===== src/rtl/sr_latch_driver.sv =====
// Command side of a NAND SR latch: turns set/clear requests into active-low drive pulses, then confirms the latch state through a synchronized readback.
// Latency: drive goes low 1 cycle after acceptance; done/err arrive in RESP. Requests are not accepted while busy.
// Optional SR_LATCH_DRIVER_SKIP_MATCH_EN: a request that matches the current readback skips the pulse and completes at once.
module sr_latch_driver #(
    parameter int PULSE_CYCLES   = 2,
    parameter int SYNC_STAGES    = 2,
    parameter int VERIFY_TIMEOUT = 4
) (
    input  logic       clk,
    input  logic       reset,
    input  logic       set_req,
    input  logic       clr_req,
    output logic       sbar,
    output logic       rbar,
    input  logic       q_in,
    input  logic       qbar_in,
    output logic       busy,
    output logic       done,
    output logic       err,
    output logic [1:0] state
);

    localparam int CNT_MAX = (PULSE_CYCLES > VERIFY_TIMEOUT) ? PULSE_CYCLES : VERIFY_TIMEOUT;
    localparam int CW      = $clog2(CNT_MAX + 1);
    localparam logic [CW-1:0] PULSE_LAST  = CW'(PULSE_CYCLES - 1);
    localparam logic [CW-1:0] VERIFY_LAST = CW'(VERIFY_TIMEOUT);
    localparam logic [CW-1:0] CNT_SAT     = CW'(CNT_MAX);

    typedef enum logic [1:0] {
        IDLE   = 2'd0,
        PULSE  = 2'd1,
        VERIFY = 2'd2,
        RESP   = 2'd3
    } state_t;

    state_t                 cur, nxt;
    logic [CW-1:0]          cnt, cnt_nxt, cnt_inc;
    logic                   target, target_nxt;
    logic                   done_nxt, err_nxt;
    logic [SYNC_STAGES-1:0] q_sync, qbar_sync;
    logic                   q_s, qbar_s, match;

    assign q_s    = q_sync[SYNC_STAGES-1];
    assign qbar_s = qbar_sync[SYNC_STAGES-1];
    // A latch showing q==qbar (both high) never counts as a match.
    assign match   = (q_s == target) && (qbar_s == ~target);
    assign cnt_inc = (cnt == CNT_SAT) ? cnt : cnt + CW'(1);

    always_comb begin
        nxt        = cur;
        cnt_nxt    = cnt_inc;
        target_nxt = target;
        done_nxt   = 1'b0;
        err_nxt    = 1'b0;
        case (cur)
            IDLE: begin
                cnt_nxt = '0;
                if (set_req && clr_req) begin
                    err_nxt = 1'b1;
                end else if (set_req ^ clr_req) begin
                    target_nxt = set_req;
`ifdef SR_LATCH_DRIVER_SKIP_MATCH_EN
                    if ((q_s == set_req) && (qbar_s == ~set_req)) begin
                        nxt      = RESP;
                        done_nxt = 1'b1;
                    end else begin
                        nxt = PULSE;
                    end
`else
                    nxt = PULSE;
`endif
                end
            end
            PULSE: begin
                if (cnt == PULSE_LAST) nxt = VERIFY;
            end
            VERIFY: begin
                // cnt_inc is this cycle's position in the 1..VERIFY_TIMEOUT window.
                if (match) begin
                    nxt      = RESP;
                    done_nxt = 1'b1;
                end else if (cnt_inc == VERIFY_LAST) begin
                    nxt     = RESP;
                    err_nxt = 1'b1;
                end
            end
            RESP: begin
                nxt     = IDLE;
                cnt_nxt = '0;
            end
        endcase
        if (nxt != cur) cnt_nxt = '0;
    end

    always_ff @(posedge clk) begin
        if (reset) begin
            cur       <= IDLE;
            cnt       <= '0;
            target    <= 1'b0;
            q_sync    <= '0;
            qbar_sync <= '0;
            sbar      <= 1'b1;
            rbar      <= 1'b1;
            done      <= 1'b0;
            err       <= 1'b0;
        end else begin
            cur       <= nxt;
            cnt       <= cnt_nxt;
            target    <= target_nxt;
            q_sync    <= {q_sync[SYNC_STAGES-2:0], q_in};
            qbar_sync <= {qbar_sync[SYNC_STAGES-2:0], qbar_in};
            // Drives decode from one next-state term, so both can never be low together.
            sbar      <= ~((nxt == PULSE) && target_nxt);
            rbar      <= ~((nxt == PULSE) && !target_nxt);
            done      <= done_nxt;
            err       <= err_nxt;
        end
    end

    assign busy  = (cur != IDLE);
    assign state = cur;

endmodule


===== config.mk =====
export PLATFORM = sky130hd
export DESIGN_NAME = sr_latch_driver
export DESIGN_NICKNAME = d
export VERILOG_FILES = /design/src/rtl/sr_latch_driver.sv
export SDC_FILE = /design/constraint.sdc
export NUM_CORES = 1
export LEC_CHECK = 0
export CAP_MARGIN = 20
export CORE_MARGIN = 5
export CORE_UTILIZATION = 49
export CTS_BUF_LIST = sky130_fd_sc_hd__clkbuf_8 sky130_fd_sc_hd__clkbuf_16
export CTS_CLUSTER_SIZE = 28
export DETAILED_ROUTE_END_ITERATION = 12
export PLACE_DENSITY = 0.83
export SLEW_MARGIN = 0
export SYNTH_ARGS = -nofsm -noshare
export SYNTH_HDL_FRONTEND = slang
export SYNTH_SLANG_ARGS = --single-unit
export TNS_END_PERCENT = 1

===== constraint.sdc =====
create_clock -name clk -period 2.2 [get_ports clk]
set_input_delay 0.22 -clock clk [delete_from_list [all_inputs] [get_ports clk]]
set_output_delay 0.22 -clock clk [all_outputs]
set_load 0.02 [all_outputs]

==> impl_results.md <==
* CP Capture Type: primary output
* First-pass GRT wire length at 2.26 mm
* Vias at 614
* Site row count at 14
* CTS tree: yes
* Clk_lat worst skew at 250 ps
* Initial detailed-routing violation count at 11
* Reg2reg end: rbar$_SDFF_PP1_
* Die W at 48.8 um
* # clock sinks at 14
* Num ports at 13
* Layout cells sized above 1 at 0.0745
* Leakage at 0.372 nW
* Fin util at 0.632
* Final nets at 109
* Initial antenna violation count at 0
* Cell area after synthesis at 739 um2
* Hold buffers post-CTS at 0
* Initial Util at 0.503
* Most common cell after layout, fill and taps aside: dfxtp_1
* Status: completed
* Max Slew Vio Count at 0
* Final setup TNS at 0 ps
* Vias in the first global route at 563
* Netlist cell types at 29
* Worst-path fanout max at 9
* Clock slew at reported path FFs at 60 ps
* DRC violations left at 0
* Post-Syn Area per Cell at 9.24 um2
* Cell area after placement at 872 um2
* Worst Path Required at 1980 ps
* PwrDens at 769 nW/um2
* Max-cap violations at 0
* Layout area overhead at 25.7%
* Clock Skews at 2.32 ps
* Peak supply drop at 0.000483 V
* Die H at 48.8 um
* Final hold violation count at 0
* Die area at 2390 um2
* H-tree levels at 1
* Number of cells on the worst reg-to-reg path at 6
* Total GRT Usage at 0.121
* Max transition margin at 0.764
* Net Count, Synth at 94
* Largest net degree at the start of global routing at 11
* Clk root buf: clkbuf_8
* Crit path time final at 2100 ps
* Fmax at 477 MHz
* GRT overflow at 0
* Worst Path Arrival at 1880 ps
* IO buf count at 12
* HPWL Detailed at 1.09 mm
* Worst reg2reg path startpoint: cnt[0]$_SDFF_PP0_
* Clock Tree Buf Depth at 2
* Detailed Route WL at 1.39 mm
* First-pass DRT Iterations at 4
* Final Cell Area at 930 um2
* Synth Warn # at 0
* Least-Margin Pin Slew at 354 ps
* CP Launch Type: register
* Worst min-delay path class: register to register
* Post-synthesis cell count at 80
* Reg2reg setup slack at 300 ps
* Antenna-violating nets left at 0
* Number of buffers created by CTS at 3
* Crit path capture: busy
* Critical Path Source: state[0]$_SDFF_PP0_
* Final setup violation count at 0
* Commonest cells after routing, fill and taps aside: 14 x dfxtp_1, 12 x clkdlybuf4s50_1, 8 x nor2_1, 7 x inv_1, 7 x ha_1
* Routed vias/inst at 5.58
* RSZ-0062 raised after global routing: false
* Average wire per standard cell at 12.7 um
* WS Path Type: register to primary output
* Yosys reg bits at 14
* Antenna diode count at 0
* Core Area at 1470 um2
* GP Congestion at 0.751
* Register area share after synthesis at 0.379
* Period utilization at 0.953
==> per-stage QoR <==
stage / power [mW] / instances / hold slack [ps] / setup slack (ps)
after detailed placement: 0.467 / 106 / 432 / 310
final: 0.715 / 110 / 441 / 103
after floorplan: 0.407 / 80 / 348 / 371
after global routing: 0.755 / 110 / 460 / 25.1
after CTS: 0.717 / 110 / 446 / 39.7
after global placement: 0.461 / 106 / 418 / 317
==> worst min-delay path by stage <==
stage	cells past startpoint	startpoint	slack [ps]	to
floorplan	1	q_in	350	q_sync[0]$_SDFF_PP0_
global placement	1	q_sync[0]$_SDFF_PP0_	420	q_sync[1]$_SDFF_PP0_
detailed placement	1	qbar_sync[0]$_SDFF_PP0_	430	qbar_sync[1]$_SDFF_PP0_
CTS	1	q_sync[0]$_SDFF_PP0_	450	q_sync[1]$_SDFF_PP0_
global route	1	q_sync[0]$_SDFF_PP0_	460	q_sync[1]$_SDFF_PP0_
finish	1	q_sync[0]$_SDFF_PP0_	440	q_sync[1]$_SDFF_PP0_
==> routing by layer <==
metal | global-route usage | wire length, um | part of all wire
met2 | 0.226 | 697 | 0.50
met1 | 0.120 | 587 | 0.42
met4 | 0.0673 | 29 | 0.021
met5 | 0 | 0 | 0
met3 | 0.0275 | 78 | 0.056
==> what timing repair did <==
item,4_1_cts,5_1_grt
setup buffers,0,0
setup endpoints to repair,0,1
hold endpoints to repair,0,0
gates resized for setup,0,1
==> Yosys cell counts (all sizes together) <==
cell type  number  area share
a211o           1       0.012
a21oi           2       0.014
a22o            1       0.012
a22oi           1       0.010
a311oi          1       0.020
a31oi           1      0.0085
and2b           1       0.010
and3            1      0.0085
and3b           3       0.036
clkbuf          2       0.010
dfxtp          14        0.38
ha              8        0.14
inv             7       0.036
mux2i           1       0.014
nand2b          3       0.025
nand3           2       0.014
nand3b          1       0.010
nor2            8       0.041
nor2b           6       0.051
nor3            3       0.020
nor3b           2       0.020
o2111ai         1       0.012
o211ai          2       0.020
o21a            1       0.010
o21ai           2       0.014
o31a            3       0.037
o31ai           1       0.010
or3b            1       0.012
==> state kept, by name (all words and copies together) (netlist names) <==
signal,cells
cnt,3
q_sync,2
qbar_sync,2
state,2
done,1
err,1
rbar,1
sbar,1
target,1
==> cell families (layout without fill, tap and decap cells) <==
logic type | after synthesis | count (layout) | share of synthesized area
multiplexers | 1 | 1 | 0.0135
adder cells (fa/ha/maj) | 8 | 8 | 0.135
AO/OA/AOI/OAI | 17 | 17 | 0.179
AND/OR/NAND/NOR | 31 | 31 | 0.247
flip-flops | 14 | 14 | 0.379
buffers and inverters | 9 | 23 | 0.0457
==> worst max-delay path, cell delays in order (launching register included) <==
cell	delay [ps]
dfxtp_1	450
inv_1	170
ha_2	270
inv_1	120
clkdlybuf4s50_1	610
==> report_power, final <==
group          leakage, nW  total (mW)  internal (mW)  switching (mW)
sequential           0.115       0.288          0.272          0.0159
clock               0.0288       0.250          0.159          0.0917
combinational        0.229       0.177         0.0825          0.0944
total                0.372       0.715          0.513           0.202
==> final cells by class <==
cell class	instances	area, um2
sequential	14	280
fill	134	542
inverter	7	26.3
multi-input combinational	57	428
timing repair buffer	12	120
tap	16	20.0
clock buffer	4	55.1
(Power assumes the default switching activity.)
